File: src/rtl/fetch_pkg.sv
// Shared fetch types: XLEN, reset PC, instruction size, FSM states, queue entry.
// No logic; latency and backpressure do not apply.
package fetch_pkg;

  localparam int              XLEN             = 32;
  localparam logic [XLEN-1:0] DEFAULT_RESET_PC = 32'h0;
  localparam logic [XLEN-1:0] INST_BYTES       = 32'd4;

  typedef enum logic {
    FETCH  = 1'b0,
    HALTED = 1'b1
  } fetch_state_e;

  typedef struct packed {
    logic [XLEN-1:0] pc;
    logic [XLEN-1:0] inst;
  } fetch_entry_t;

  function automatic logic [XLEN-1:0] align_pc(input logic [XLEN-1:0] pc);
    return pc & ~(INST_BYTES - 32'd1);
  endfunction

endpackage

File: src/rtl/inst_fetch_queue_if.sv
// Fetch bundle: redirect/halt control, imem request/response, IF/ID head port.
// master = fetch queue, slave = pipeline + instruction memory.
interface inst_fetch_queue_if;
  import fetch_pkg::*;

  logic            redirect_valid;
  logic [XLEN-1:0] redirect_pc;
  logic            halt;
  logic            imem_req_valid;
  logic [XLEN-1:0] imem_req_addr;
  logic            imem_req_ready;
  logic            imem_resp_valid;
  logic [XLEN-1:0] imem_resp_data;
  logic            if_valid;
  logic [XLEN-1:0] if_pc;
  logic [XLEN-1:0] if_inst;
  logic            if_ready;

  modport master (
    input  redirect_valid, redirect_pc, halt,
    input  imem_req_ready, imem_resp_valid, imem_resp_data, if_ready,
    output imem_req_valid, imem_req_addr, if_valid, if_pc, if_inst
  );

  modport slave (
    output redirect_valid, redirect_pc, halt,
    output imem_req_ready, imem_resp_valid, imem_resp_data, if_ready,
    input  imem_req_valid, imem_req_addr, if_valid, if_pc, if_inst
  );

endinterface

File: src/rtl/fetch_fifo.sv
// Circular {pc, inst} queue; a push becomes visible at the head one cycle later.
// No internal backpressure: the caller guarantees push never hits a full queue.
module fetch_fifo
  import fetch_pkg::*;
#(
  parameter int DEPTH = 4,
  parameter int CW    = $clog2(DEPTH + 1)
) (
  input  logic         clk,
  input  logic         rst,
  input  logic         clear,
  input  logic         push,
  input  logic         pop,
  input  fetch_entry_t push_dat,
  output fetch_entry_t head_dat,
  output logic [CW-1:0] count
);

  localparam int PW = $clog2(DEPTH);

  fetch_entry_t  mem [DEPTH];
  logic [PW-1:0] head_ptr;
  logic [PW-1:0] tail_ptr;
  logic          full;
  logic          do_push;
  logic          do_pop;

  assign full     = (count == DEPTH[CW-1:0]);
  assign do_pop   = pop && (count != '0);
  assign do_push  = push && (!full || do_pop);
  assign head_dat = mem[head_ptr];

  // Storage is reset too so the head port reads zero straight out of reset.
  always_ff @(posedge clk or negedge rst) begin
    if (!rst) begin
      head_ptr <= '0;
      tail_ptr <= '0;
      count    <= '0;
      for (int i = 0; i < DEPTH; i++) begin
        mem[i] <= '0;
      end
    end else if (clear) begin
      head_ptr <= '0;
      tail_ptr <= '0;
      count    <= '0;
    end else begin
      if (do_push) begin
        mem[tail_ptr] <= push_dat;
        tail_ptr      <= tail_ptr + PW'(1);
      end
      if (do_pop) begin
        head_ptr <= head_ptr + PW'(1);
      end
      case ({do_push, do_pop})
        2'b10:   count <= count + CW'(1);
        2'b01:   count <= count - CW'(1);
        default: ;
      endcase
    end
  end

endmodule

File: src/rtl/inst_fetch_queue.sv
// Sequential instruction fetch into a DEPTH-entry queue; response to if_valid is 1 cycle.
// Requests are credit-limited (queued + in flight < DEPTH), so responses are never refused.
module inst_fetch_queue
  import fetch_pkg::*;
#(
  parameter int              DEPTH    = 4,
  parameter logic [XLEN-1:0] RESET_PC = DEFAULT_RESET_PC
) (
  input logic               clk,
  input logic               rst,
  inst_fetch_queue_if.master bus
);

  localparam int           CW    = $clog2(DEPTH + 1);
  localparam logic [CW:0]  LIMIT = DEPTH[CW:0];

  fetch_state_e    state;
  fetch_state_e    state_nxt;
  logic [XLEN-1:0] fetch_pc;
  logic [XLEN-1:0] resp_pc;
  logic [CW-1:0]   outstanding;
  logic [CW-1:0]   drop_cnt;
  logic [CW-1:0]   occupancy;
  logic [CW-1:0]   in_flight_after;
  logic            has_room;
  logic            req_hs;
  logic            resp_accept;
  logic            pop;
  fetch_entry_t    head;

  assign has_room = ({1'b0, occupancy} + {1'b0, outstanding}) < LIMIT;

  // Gated by rst so the request line is low the moment reset is applied.
  assign bus.imem_req_valid = rst && (state == FETCH) && !bus.redirect_valid && has_room;
  assign bus.imem_req_addr  = fetch_pc;
  assign req_hs             = bus.imem_req_valid && bus.imem_req_ready;

  assign resp_accept = bus.imem_resp_valid && !bus.redirect_valid && (drop_cnt == '0);
  assign pop         = bus.if_valid && bus.if_ready && !bus.redirect_valid;

  assign bus.if_valid = (occupancy != '0);
  assign bus.if_pc    = head.pc;
  assign bus.if_inst  = head.inst;

  // Everything still in flight at a redirect (less what lands now) is stale.
  assign in_flight_after = outstanding - CW'(bus.imem_resp_valid);

  always_ff @(posedge clk or negedge rst) begin
    if (!rst) begin
      state <= FETCH;
    end else begin
      state <= state_nxt;
    end
  end

  always_comb begin
    state_nxt = state;
    if (bus.redirect_valid) begin
      state_nxt = FETCH;
    end else if ((state == FETCH) && bus.halt) begin
      state_nxt = HALTED;
    end
  end

  always_ff @(posedge clk or negedge rst) begin
    if (!rst) begin
      fetch_pc    <= RESET_PC;
      resp_pc     <= RESET_PC;
      outstanding <= '0;
      drop_cnt    <= '0;
    end else if (bus.redirect_valid) begin
      fetch_pc    <= align_pc(bus.redirect_pc);
      resp_pc     <= align_pc(bus.redirect_pc);
      outstanding <= in_flight_after;
      drop_cnt    <= in_flight_after;
    end else begin
      if (req_hs) begin
        fetch_pc <= fetch_pc + INST_BYTES;
      end
      if (resp_accept) begin
        resp_pc <= resp_pc + INST_BYTES;
      end
      if (bus.imem_resp_valid && (drop_cnt != '0)) begin
        drop_cnt <= drop_cnt - CW'(1);
      end
      case ({req_hs, bus.imem_resp_valid})
        2'b10:   outstanding <= outstanding + CW'(1);
        2'b01:   outstanding <= outstanding - CW'(1);
        default: ;
      endcase
    end
  end

  fetch_fifo #(
    .DEPTH (DEPTH)
  ) u_fifo (
    .clk      (clk),
    .rst      (rst),
    .clear    (bus.redirect_valid),
    .push     (resp_accept),
    .pop      (pop),
    .push_dat ({resp_pc, bus.imem_resp_data}),
    .head_dat (head),
    .count    (occupancy)
  );

endmodule
File: src/flat_wrapper.sv
// flat-port wrapper written by rule: the top's interface ports become plain ports
module inst_fetch_queue_flat import fetch_pkg::*;
#(
  parameter int              DEPTH    = 4,
  parameter logic [XLEN-1:0] RESET_PC = DEFAULT_RESET_PC
)
  (clk, rst, bus_redirect_valid, bus_redirect_pc, bus_halt, bus_imem_req_ready, bus_imem_resp_valid, bus_imem_resp_data, bus_if_ready, bus_imem_req_valid, bus_imem_req_addr, bus_if_valid, bus_if_pc, bus_if_inst);
  inst_fetch_queue_if bus_i ();
  input logic clk;
  input logic rst;
  input wire logic [$bits(bus_i.redirect_valid)-1:0] bus_redirect_valid;
  input wire logic [$bits(bus_i.redirect_pc)-1:0] bus_redirect_pc;
  input wire logic [$bits(bus_i.halt)-1:0] bus_halt;
  input wire logic [$bits(bus_i.imem_req_ready)-1:0] bus_imem_req_ready;
  input wire logic [$bits(bus_i.imem_resp_valid)-1:0] bus_imem_resp_valid;
  input wire logic [$bits(bus_i.imem_resp_data)-1:0] bus_imem_resp_data;
  input wire logic [$bits(bus_i.if_ready)-1:0] bus_if_ready;
  output wire logic [$bits(bus_i.imem_req_valid)-1:0] bus_imem_req_valid;
  output wire logic [$bits(bus_i.imem_req_addr)-1:0] bus_imem_req_addr;
  output wire logic [$bits(bus_i.if_valid)-1:0] bus_if_valid;
  output wire logic [$bits(bus_i.if_pc)-1:0] bus_if_pc;
  output wire logic [$bits(bus_i.if_inst)-1:0] bus_if_inst;
  assign bus_i.redirect_valid = bus_redirect_valid;
  assign bus_i.redirect_pc = bus_redirect_pc;
  assign bus_i.halt = bus_halt;
  assign bus_i.imem_req_ready = bus_imem_req_ready;
  assign bus_i.imem_resp_valid = bus_imem_resp_valid;
  assign bus_i.imem_resp_data = bus_imem_resp_data;
  assign bus_i.if_ready = bus_if_ready;
  assign bus_imem_req_valid = bus_i.imem_req_valid;
  assign bus_imem_req_addr = bus_i.imem_req_addr;
  assign bus_if_valid = bus_i.if_valid;
  assign bus_if_pc = bus_i.if_pc;
  assign bus_if_inst = bus_i.if_inst;
  inst_fetch_queue #(.DEPTH(DEPTH), .RESET_PC(RESET_PC)) u_core (.clk(clk), .rst(rst), .bus(bus_i));
endmodule
File: config.mk
export PLATFORM = sky130hd
export DESIGN_NAME = inst_fetch_queue_flat
export DESIGN_NICKNAME = d
export VERILOG_FILES = /design/src/rtl/fetch_pkg.sv /design/src/rtl/inst_fetch_queue_if.sv /design/src/rtl/fetch_fifo.sv /design/src/rtl/inst_fetch_queue.sv /design/src/flat_wrapper.sv
export SDC_FILE = /design/constraint.sdc
export NUM_CORES = 1
export LEC_CHECK = 0
export ABC_CLOCK_PERIOD_IN_PS = 4400
export CAP_MARGIN = 20
export CORE_MARGIN = 2
export CORE_UTILIZATION = 51
export DETAILED_ROUTE_END_ITERATION = 8
export PLACE_DENSITY = 0.84
export RECOVER_POWER = 50
export SLEW_MARGIN = 10
export SYNTH_ARGS = -nofsm -noshare
export SYNTH_HDL_FRONTEND = slang
export SYNTH_HIERARCHICAL = 1
export SYNTH_SLANG_ARGS = --single-unit
File: constraint.sdc
create_clock -name clk -period 4.4 [get_ports clk]
set_clock_uncertainty 0.15 [all_clocks]
set_input_delay 0.44 -clock clk [delete_from_list [all_inputs] [get_ports clk]]
set_output_delay 0.44 -clock clk [all_outputs]
set_load 0.01 [all_outputs]
After elaboration in Yosys (flattened, before gate mapping)
Cells that the tools add are included.
- register bits: 334
- input bits: 71
- output and inout port bits: 98
- word-level logic and storage cells: 90
- $add $sub $neg: 11
- order comparisons: 4
- equality and inequality tests: 5
- multiplexer cells: 22
- bitwise operators: 4
- reduce and logical (&&, ||, !) cells: 28
- operator list (kind ; number):
    bitwise mux 256 bit ; 1
    2-to-1 mux 64 bit ; 3
    binary-select mux 64 bit (select 2 bit) ; 1
    demux 64 bit (select 2 bit) ; 1
    2-to-1 mux 32 bit ; 4
    adder 32 x 3 -> 32 bit, second input constant ; 2
    logical AND 1 bit ; 13
    2-to-1 mux 3 bit ; 4
    case mux 3 bit (2 select lines) ; 2
    nonzero test 2 bit ; 6
    nonzero test 3 bit ; 4
    subtractor 3 x 1 -> 3 bit, second input constant ; 3
    2-to-1 mux 2 bit ; 4
    adder 3 x 1 -> 3 bit, second input constant ; 2
    greater-or-equal comparator 3 bit, second input constant ; 2
    NOT 2 -> 3 bit ; 2
    adder 2 x 1 -> 2 bit, second input constant ; 2
    adder 3 x 3 -> 4 bit ; 1
    equality test 2 x 1 -> 1 bit, second input constant ; 2
    equality test 2 bit, second input constant ; 2
    less-than comparator 4 x 3 -> 1 bit, second input constant ; 1
    equality test 3 bit, second input constant ; 1
    logical NOT 3 bit ; 1
    less-than comparator 3 x 1 -> 1 bit, second input constant ; 1
    other kinds (6) ; 9

Logic depth before layout (Yosys ltp)
Gate-level depths: netlist of run 1.
- depth in word-level cells: 9
- depth in mapped cells: 10
- mapped depth without buffers: 8

Modules after synthesis
The synthesis of run 1 kept the hierarchy.
- by module, submodules not included (module ; times used ; cells each ; area an instance (µm²) ; sequential area each (µm²)):
    fetch_fifo ; 1 ; 678 ; 12821.0 ; 6581.3
    inst_fetch_queue ; 1 ; 436 ; 3902.5 ; 1676.6

Worst setup path before layout of run 1
No wires, ideal clock.
- path type: input -> register
- start: input bus_imem_resp_valid
- end: register u_core.u_fifo.count[2]
- library setup time: 0.082 ns
- arrival time: 3.009 ns
- required time: 4.168 ns
- setup slack: 1.159 ns
- stages on the path: 9
- buffers on the path: 3
- cells stage by stage: clkbuf_1 nor4bb_1 clkbuf_1 clkbuf_1 nor2_1 fa_1 or3b_2 or3_1 a31oi_1
- word-level cells in the longest chain between the ends: 6
- elaborated cells between the ends (all ways): 8
- those cells by class: eq/ne: 2; mux: 2; reduce/logical: 4
- ends and longest elaborated chain (item ; RTL line ; text):
    from (decl) ; flat_wrapper.sv:15 ; input wire logic [$bits(bus_i.imem_resp_valid)-1:0] bus_imem_resp_valid;
    logical AND 1 bit (*) (2 in a row) ; inst_fetch_queue.sv:38 ; assign resp_accept = bus.imem_resp_valid && !bus.redirect_valid && (drop_cnt == '0);
    named net u_core.resp_accept ; inst_fetch_queue.sv:27 ; logic resp_accept;
    logical AND 1 bit (*) ; fetch_fifo.sv:30 ; assign do_push = push && (!full || do_pop);
    equality test 2 x 1 -> 1 bit / equality test 2 bit (equally long branches) ; fetch_fifo.sv:54 ; case ({do_push, do_pop})
    case mux 3 bit (2 select lines) ; fetch_fifo.sv:54 ;
    2-to-1 mux 3 bit ; fetch_fifo.sv:42 ; end else if (clear) begin
    to (signal assigned) ; fetch_fifo.sv:55 ; 2'b10: count <= count + CW'(1);
    to (signal assigned) ; fetch_fifo.sv:56 ; 2'b01: count <= count - CW'(1);
    to (decl) ; fetch_fifo.sv:16 ; output logic [CW-1:0] count
Mark *: on every way through the listed nets, which the timed path passes. The rest lies on a longest branch.
A chain may end at the register's enable or synchronous reset.

Final worst setup path of run 1
- start: register u_core.drop_cnt[0]
- end: register u_core.resp_pc[25]
- word-level cells in the longest chain between the ends: 3
- ends and longest elaborated chain (item ; RTL line ; text):
    from (decl) ; inst_fetch_queue.sv:22 ; logic [CW-1:0] drop_cnt;
    from (signal assigned) ; inst_fetch_queue.sv:75 ; drop_cnt <= in_flight_after;
    from (signal assigned) ; inst_fetch_queue.sv:84 ; drop_cnt <= drop_cnt - CW'(1);
    logical NOT 3 bit ; inst_fetch_queue.sv:38 ;
    logical AND 1 bit ; inst_fetch_queue.sv:38 ;
    nonzero test 2 bit (no line) ; n/a ;
    to (signal assigned) ; inst_fetch_queue.sv:73 ; resp_pc <= align_pc(bus.redirect_pc);
    to (signal assigned) ; inst_fetch_queue.sv:81 ; resp_pc <= resp_pc + INST_BYTES;
    to (decl) ; inst_fetch_queue.sv:20 ; logic [XLEN-1:0] resp_pc;
Every way passes these cells.

==> results of run 1 <==
-- cell families (layout without fill, tap and decap cells) --
logic type	count (synthesis)	after routing	share of synthesized area (%)
simple gates	205	205	6.524
compound gates	110	110	4.220
buf+inv	86	265	4.841
fa+ha+maj	14	14	1.137
other cells	1	10	0.02242
xor+xnor	39	39	2.043
mux	329	329	31.83
flops	330	330	49.38
-- cell usage in the layout, fill, tap and decap left out, drive strengths merged, types with 13 or more instances in the layout --
cell           Yosys  routed
mux2             263     263
a31oi             13      13
nand3             34      34
o311ai            18      18
clkdlybuf4s50      0     130
nand4             18      18
o21ai             46      46
and3              15      15
inv               14      16
xor2              14      14
clkbuf            29      56
nand2             59      59
xnor2             25      25
buf               42      20
dlygate4sd3        0      33
nor2              26      26
mux4              64      64
dfrtp            330     330
-- cell type report --
| class | instances | share of cell area, % |
|---|---|---|
| clock buffers | 50 | 5.150 |
| clock inverters | 11 | 0.7184 |
| inverters | 15 | 0.2861 |
| multi-input cells | 707 | 39.33 |
| flip-flops and latches | 330 | 41.99 |
| well taps | 442 | 2.810 |
| repair buffers | 189 | 9.721 |
-- stage by stage --
stage	util, %	setup WS (ns)	instances	total power [mW]	hold slack, ns
after floorplan	-	1.159	1123	4.980	-0.005591
after CTS	60.68	0.8188	1743	9.029	0.2795
final	60.64	0.8276	1744	8.934	0.2762
after global routing	60.64	0.5897	1744	9.352	0.3069
after detailed placement	57.09	0.8272	1681	6.035	0.2210
after global placement	57.06	0.8959	1680	5.962	0.2175
-- worst max-delay path by stage --
| stage | depth (start not counted) | endpoint | start |
|---|---|---|---|
| after floorplan | 9 | u_core/u_fifo/count[2] | bus_imem_resp_valid |
| after global placement | 6 | u_core/u_fifo/mem[110] | u_core/u_fifo/count[0] |
| after detailed placement | 6 | u_core/u_fifo/mem[108] | u_core/u_fifo/count[0] |
| after CTS | 3 | bus_if_pc[27] | u_core/u_fifo/head_ptr[0] |
| after global routing | 8 | u_core/resp_pc[18] | u_core/drop_cnt[0] |
| final | 8 | u_core/resp_pc[25] | u_core/drop_cnt[0] |
-- what timing repair did --
action                                 in CTS  in global routing
endpoints found under the hold margin      45                  0
resized for setup                           0                  0
hold buffers                                1                  0
-- worst reg2reg max path, delay by kind of cell, from the launching register on --
kind            cells  cell delay [ns]
compound gates      1             0.08
fa+ha+maj           1             0.20
xor+xnor            1             0.18
flops               1             0.36
simple gates        3             1.62
buf+inv             2             0.84
-- metal layers --
| metal | vias to the layer above | share of wire [%] |
|---|---|---|
| met5 | - | 0 |
| li1 | 4457 | - |
| met4 | 0 | 1.5 |
| met1 | 5256 | 44 |
| met2 | 393 | 47 |
| met3 | 50 | 7.2 |
-- registers in the layout, indices dropped and copies added, names as in the netlist --
name	count
u_core/u_fifo/mem	256
u_core/bus.imem_req_addr	30
u_core/resp_pc	30
u_core/drop_cnt	3
u_core/outstanding	3
u_core/u_fifo/count	3
u_core/u_fifo/head_ptr	2
u_core/u_fifo/tail_ptr	2
u_core/state	1
-- where the power goes --
part | switching [mW] | total (mW) | internal [mW] | leakage [nW]
clock network | 1.22 | 2.95 | 1.74 | 0.566
registers | 0.331 | 3.78 | 3.45 | 4.40
logic | 0.813 | 2.20 | 1.39 | 4.38
total | 2.36 | 8.93 | 6.57 | 9.34
==> summary.txt, run 1 <==
Place
  – DP Area: 18,530 sq um
  – IO Port Bufs: 164
  – Dpl hpwl: approximately 23,000 um
  – Global placer's final weighted congestion: 0.8905

Worst setup path
  – RR Startpoint: u_core/drop_cnt[0]
  – Worst setup SP type: flip-flop
  – R2R depth: 8
  – Crit Path Category: reg -> reg
  – Slack of the worst reg-to-reg path: 0.83 ns
  – Critical Path AT: about 3.8 ns
  – Crit path max-delay cell type: clkbuf_1
  – Crit-path cells: inv_1, ha_1, nor4bb_4, clkbuf_1, nand3_1, nor4_1, xnor2_1, a21oi_1
  – Slowest stage delay, CP: approximately 0.73 ns
  – Critical Path Fanout Max: 18
  – Crit end category: flip-flop
  – CP required: 4.63 ns
  – Worst R2R End: u_core/resp_pc[25]
  – Cell family with most CP delay: simple AND/OR/NAND/NOR gates
  – CP bufs+invs: 2

Global route
  – Top Usage Layer GRT: met2
  – Total global-route track usage: between 20 and 25%
  – Met1 Track Usage GR: 31.17%
  – Vias in the first global route: approximately 11k
  – Largest net degree at the start of global routing: ~150
  – Total congestion overflow: 0
  – Met3 global-route usage: 4.621%
  – First-pass GRT wire length: ~59,000 um
  – Grt met2 use: about a third
  – Initial antenna violation count: 0

Run
  – Maxcap violations: 2

Timing
  – Measured slew at the worst slew-check pin: 1.833 ns
  – Final Max Tran Viols: between 100 and 150
  – Maximum clock frequency: about 0.28 GHz
  – RSZ-0062 raised after global routing: false
  – Final hold vios: 0
  – TNS Setup: 0 ns
  – Slew headroom: -22.22%
  – Final min period: 3.572 ns
  – Setup violations, final: 0
  – Period utilization: roughly four fifths

Synthesis
  – Post-synth ARST share: 100.0%
  – Yosys warning count: 6
  – Yosys reg bits: between 300 and 400
  – Top post-synthesis cells by count: 330 x dfrtp_1, 240 x mux2_4, 64 x mux4_2
  – Syn Area/Cell: between 15 and 20 sq um
  – Cell with the most instances after synthesis: dfrtp_1
  – Yosys cell types: between 50 and 60
  – Number of enable flip-flop cells after synthesis: 0
  – Synth Instances: 1,114
  – Syn Std Cell Area: roughly 17,000 sq um
  – Top cells by area, synth: dfrtp_1 49%, mux2_4 22%, mux4_2 8.6%
  – Seq/Total Area, Yosys: between 40 and 50%
  – Cell taking the most area after synthesis: dfrtp_1
  – Predominant post-synthesis flop cell: dfrtp_1
  – Top cell type's share of synthesized area: 49.38%

Cells and area
  – Diodes inserted: 0
  – Nets: ~1.4k
  – Area used by multi-input combinational logic: 7740 sq um
  – Reg area: about 8300 sq um
  – Share of layout cells above drive strength 1: 31.87%
  – Final Cell Area: between 15,000 and 20,000 sq um
  – Fill count: between 2k and 2.5k
  – Area delta synth->final: 17.68%

Detailed routing
  – Antenna Nets Post-Route: 0
  – 1st-iter DRT viols: ~770
  – Drt wl/cell: ~21 um
  – Via count: about 10k
  – Drt pass-1 iters: 6
  – Vias/cell: slightly below 6
  – DRC viols: 0
  – WL final: roughly 37,000 um

Clock tree
  – H-tree depth: 2
  – CTS tree: yes
  – Clock Latency Late Sink: roughly 0.52 ns
  – Clock buffer depth: 3
  – Number of setup buffers added after CTS: 0
  – Root Buffer Master: clkbuf_16
  – Num CTS Buffers: 36
  – # clock sinks: 330
  – Clk pin slew, worst setup/hold paths: 0.06 ns

Die
  – Core area: between 30,000 and 40,000 sq um
  – Cell Rows: 66
  – Initial Util: roughly half
  – Die area: between 30,000 and 40,000 sq um
  – Die width: between 150 and 200 um
  – Height of the die: roughly 190 um
  – # IOs: between 150 and 200

Worst hold path
  – Hold Path Class: in -> async

Status
  – Failing checks: capacitance limit, slew limit
  – Outcome: finished, violations left

Power and ir drop
  – Leak: 9.338 nW
  – Power density of the placed cells: 454.0 nW/um^2
  – Worst vdd ir: around 0.28 mV
Power figures use the tool's default switching activity.
==> inputs of run 2 (changes only) <==
- ABC_CLOCK_PERIOD_IN_PS: 4400 -> 3500
- clock period: 4.4 -> 3.5 ns (I/O delays scaled with it)
==> summary.txt, run 2 (synthesized netlist as in run 1, its figures left out) <==
Status
  – Outcome: finished, violations left
  – Failing checks: capacitance limit, slew limit

Global route
  – Total congestion overflow: 0
  – Initial antenna violation count: 0
  – Vias in the first global route: ~11k
  – Total global-route track usage: 22.51%
  – First-pass GRT wire length: ~61,000 um
  – Largest net degree at the start of global routing: around 170

Detailed routing
  – WL final: between 30,000 and 40,000 um
  – Drt pass-1 iters: 5
  – 1st-iter DRT viols: 718
  – Antenna Nets Post-Route: 0
  – Drt wl/cell: 21.39 um
  – Vias/cell: a little under 6
  – Via count: a little over 10k
  – DRC viols: 0

Place
  – IO Port Bufs: 164
  – Dpl hpwl: 24,160 um
  – Global placer's final weighted congestion: a little over 0.9
  – DP Area: 18,640 sq um

Clock tree
  – CTS tree: yes
  – Clock Latency Late Sink: ~0.53 ns
  – Root Buffer Master: clkbuf_16
  – Number of setup buffers added after CTS: 0
  – Clk pin slew, worst setup/hold paths: 0.06 ns
  – # clock sinks: between 300 and 400
  – Num CTS Buffers: 37
  – Clock buffer depth: 3
  – H-tree depth: 2

Worst setup path
  – R2R depth: 6
  – Critical Path AT: 2.72 ns
  – Slack of the worst reg-to-reg path: 0.35 ns
  – Crit end category: primary output
  – Slowest stage delay, CP: just under 0.7 ns
  – RR Startpoint: u_core/u_fifo/count[2]
  – Worst R2R End: u_core/u_fifo/mem[0]
  – Crit path max-delay cell type: dfrtp_4
  – Crit-path cells: buf_4, mux4_2, clkdlybuf4s50_1
  – Worst setup SP type: flip-flop
  – Crit Path Category: reg -> out
  – Critical Path Fanout Max: 20
  – CP required: ~3.0 ns

Cells and area
  – Most frequent cells in the layout: 328 x dfrtp_1, 240 x mux2_4, 132 x clkdlybuf4s50_1
  – Commonest non-fill, non-tap cell in the layout: dfrtp_1
  – Largest Register: u_core/u_fifo/mem
  – Area delta synth->final: 18.58%
  – Nets: 1,375
  – Final Cell Area: roughly 20,000 sq um
  – Diodes inserted: 0
  – Share of layout cells above drive strength 1: between 30% and 40%
  – Largest register FFs: about 260

Die
  – Core area: 32,450 sq um
  – Initial Util: around 50%
  – Die width: about 190 um
  – # IOs: 169
  – Cell Rows: 66
  – Height of the die: between 150 and 200 um
  – Die area: 34,260 sq um

Timing
  – Final min period: around 3.2 ns
  – RSZ-0062 raised after global routing: false
  – TNS Setup: 0 ns
  – Period utilization: between 90% and 100%
  – Final Max Tran Viols: 26
  – Measured slew at the worst slew-check pin: 1.528 ns
  – Slew headroom: -1.891%
  – Maximum clock frequency: around 0.31 GHz
  – Setup violations, final: 0
  – Final hold vios: 0

Power and ir drop
  – Power density of the placed cells: between 500 and 600 nW/um^2
  – Worst vdd ir: around 0.38 mV
  – Sw Share: a little over a quarter
  – Total power: 11.33 mW
  – Psw: 3.001 mW
  – Comb pwr share: 24.5%
  – Leak: ~9.4 nW
  – Int Pwr: 8.331 mW
  – Flop pwr share: a little over two fifths
  – Clock share of power: between 30% and 40%

Worst hold path
  – Min-Delay Path Depth: 3
  – WHS Endpoint: u_core/state
  – HP Start: bus_halt
  – Hold Path Class: in -> reg

Run
  – Maxcap violations: 1
-- run 2: changes by cell type in the layout (fill, tap and decap cells not counted), moves of 3 or more --
| cell | previous run | this run |
|---|---|---|
| buf_12 | 8 | 11 |
| buf_4 | 10 | 18 |
| clkinv_2 | 4 | 7 |
| o311ai_0 | 8 | 5 |
| o311ai_1 | 10 | 13 |
-- run 2: worst max path at each step --
stage                              start                     end  slack [ns]  depth (start not counted)
4_1_cts        u_core/u_fifo/head_ptr[0]           bus_if_pc[24]        0.21                          3
3_5_place_dp      u_core/u_fifo/count[2]   u_core/u_fifo/mem[64]        0.40                          6
3_3_place_gp      u_core/u_fifo/count[2]    u_core/u_fifo/mem[1]        0.44                          6
5_1_grt        u_core/u_fifo/head_ptr[0]           bus_if_pc[24]        0.16                          3
6_report       u_core/u_fifo/head_ptr[0]           bus_if_pc[24]        0.28                          3
2_1_floorplan         u_core/drop_cnt[0]  u_core/u_fifo/count[2]        0.27                         10
-- run 2: critical path, delay by kind of cell, from the launching register on --
kind,cells,cell delay (ns)
muxes,1,0.62
DFF,1,0.69
buffers and inverters,2,0.89
-- run 2: power by group through the flow --
stage / Combinational [mW] / Sequential, mW / Clock, mW
6_report: 2.78 / 4.76 / 3.79
5_1_grt: 2.98 / 4.82 / 4.04
4_1_cts: 2.83 / 4.75 / 3.86
3_5_place_dp: 2.82 / 4.79 / 0
3_3_place_gp: 2.74 / 4.76 / 0
2_1_floorplan: 1.59 / 4.67 / 0
-- run 2: stage by stage --
| stage | setup slack [ns] | utilization (%) | hold slack (ns) | std cells |
|---|---|---|---|---|
| after global placement | 0.4448 | 57.41 | 0.3319 | 1690 |
| after global routing | 0.1607 | 61.11 | 0.2393 | 1756 |
| after CTS | 0.2142 | 61.17 | 0.2225 | 1756 |
| after floorplan | 0.2654 | - | -0.09559 | 1123 |
| final | 0.2780 | 61.11 | 0.2295 | 1756 |
| after detailed placement | 0.3998 | 57.43 | 0.3380 | 1691 |
-- run 2: timing repair --
item,4_1_cts,5_1_grt
hold endpoints to repair,41,0
hold buffers,2,0
gates resized for setup,0,0
-- run 2: routing by layer --
layer | vias up | track usage [%] | part of all wire (%)
met5 | - | 0 | 0
met1 | 5255 | 31.35 | 44
met4 | 0 | 6.603 | 2.3
met2 | 390 | 35.61 | 47
li1 | 4483 | - | -
met3 | 74 | 4.955 | 7.2
-- run 2: final cells by class --
class	count	area [sq um]
multi-input cells	707	7740
inverters	15	56.30
well taps	442	553.0
flip-flops and latches	330	8263
clock buffers	52	1084
fillers	2318	12620
clock inverters	11	110.1
repair buffers	199	2026
==> inputs of run 3 (changes only) <==
- CAP_MARGIN: 20 -> 25
==> summary.txt, run 3 (synthesized netlist as in run 1, its figures left out) <==
Global route
  – Total global-route track usage: a little under a quarter
  – Total congestion overflow: 0
  – First-pass GRT wire length: 61,020 um
  – Initial antenna violation count: 0
  – Largest net degree at the start of global routing: between 150 and 200
  – Vias in the first global route: approximately 11k

Status
  – Failing checks: capacitance limit, slew limit
  – Outcome: finished, violations left

Timing
  – Final hold vios: 0
  – Setup violations, final: 0
  – Final Max Tran Viols: 26
  – Maximum clock frequency: just over 0.3 GHz
  – Final min period: around 3.2 ns
  – Period utilization: 92.19%
  – TNS Setup: 0 ns
  – Final setup margin: around 0.27 ns
  – RSZ-0062 raised after global routing: false
  – Measured slew at the worst slew-check pin: between 1.5 and 2 ns
  – Slew headroom: -1.454%

Worst setup path
  – Critical Path AT: around 2.7 ns
  – Slack of the worst reg-to-reg path: 0.35 ns
  – Crit-path cells: buf_4, mux4_2, clkdlybuf4s50_1
  – Crit path max-delay cell type: dfrtp_4
  – Slowest stage delay, CP: about 0.7 ns
  – Crit Path Category: reg -> out
  – Critical Path Fanout Max: 20
  – Worst setup SP type: flip-flop
  – Crit end category: primary output
  – CP required: around 3 ns

Clock tree
  – Number of setup buffers added after CTS: 0
  – H-tree depth: 2
  – Resize count post-CTS: 0
  – Clock buffer depth: 3
  – CTS tree: yes
  – Root Buffer Master: clkbuf_16
  – Num CTS Buffers: 37
  – Clk pin slew, worst setup/hold paths: about 0.060 ns
  – # hold bufs at CTS: 2
  – Clock Latency Late Sink: ~0.53 ns
  – # clock sinks: between 300 and 400

Detailed routing
  – Vias/cell: between 5 and 6
  – DRC viols: 0
  – Via count: about 10k
  – Drt wl/cell: approximately 21 um
  – WL final: approximately 38,000 um
  – 1st-iter DRT viols: 646
  – Antenna Nets Post-Route: 0
  – Drt pass-1 iters: 5

Die
  – Height of the die: ~190 um
  – Die area: approximately 34,000 sq um
  – Die width: about 190 um
  – Initial Util: roughly half
  – Core area: approximately 32,000 sq um
  – # IOs: 169
  – Cell Rows: 66

Cells and area
  – Commonest non-fill, non-tap cell in the layout: dfrtp_1
  – Area delta synth->final: 18.61%
  – Final core occ: ~61%
  – Most frequent cells in the layout: 328 x dfrtp_1, 240 x mux2_4, 132 x clkdlybuf4s50_1
  – Nets: approximately 1.4k
  – Largest Register: u_core/u_fifo/mem
  – Diodes inserted: 0
  – Share of layout cells above drive strength 1: roughly a third
  – Finished Layout Cells: ~1.8k
  – Largest register FFs: roughly 260

Place
  – Placed Cells: roughly 1.7k
  – Global placer's final weighted congestion: a little over 0.9
  – DP Worst Slack: between 0.3 and 0.4 ns
  – IO Port Bufs: 164
  – Dpl hpwl: ~24,000 um

Power and ir drop
  – Leak: 9.435 nW
  – Total power: roughly 11 mW
  – Power density of the placed cells: about 570 nW/um^2
  – Worst vdd ir: between 0.3 and 0.4 mV

Worst hold path
  – Hold Path Class: in -> reg

Run
  – Maxcap violations: 1
[run 3: changes by cell type in the layout (fill, tap and decap cells not counted)]
cell	before	now
o21ai_0	31	30
clkbuf_1	9	10
o21ai_1	15	16
[run 3: final timing paths]
kind | from | cells past startpoint | endpoint
max | u_core/u_fifo/head_ptr[0] | 3 | bus_if_pc[23]
min | bus_halt | 3 | u_core/state
max in group asynchronous | rst | 5 | u_core/u_fifo/mem[157]
min reg2reg | u_core/u_fifo/mem[1] | 1 | u_core/u_fifo/mem[1]
max reg2reg | u_core/u_fifo/count[2] | 6 | u_core/u_fifo/mem[64]
min in group asynchronous | rst | 3 | u_core/u_fifo/mem[147]
[run 3: stage by stage]
step                instance area (sq um)  hold slack (ns)
global placement                    18630           0.3319
CTS                                 19850           0.2225
finish                              19840           0.2284
detailed placement                  18640           0.3380
global route                        19840           0.2393
floorplan                           16760         -0.09559
[run 3: power breakdown]
part / switching, mW / internal (mW) / total, mW
clock network: 1.55 / 2.24 / 3.79
registers: 0.426 / 4.34 / 4.76
logic: 1.03 / 1.75 / 2.78
[run 3: cell type report]
cell class / instances / area, sq um
Fill cell: 2319 / 12620
Sequential cell: 330 / 8263
Multi-Input combinational cell: 707 / 7740
Timing Repair Buffer: 200 / 2029
Clock buffer: 52 / 1084
Tap cell: 442 / 553.0
Clock inverter: 11 / 110.1
Inverter: 15 / 56.30
[run 3: critical path: cells and delay by family (launching register included)]
| family | cells | cell delay [ns] |
|---|---|---|
| DFF | 1 | 0.69 |
| buffers and inverters | 2 | 0.97 |
| muxes | 1 | 0.54 |
[run 3: layer usage]
metal,GRT usage [%],vias to the layer above,part of all wire [%]
li1,-,4488,-
met4,6.603,0,2.3
met3,4.955,74,7.1
met2,35.61,384,46
met1,31.35,5258,44
met5,0,-,0
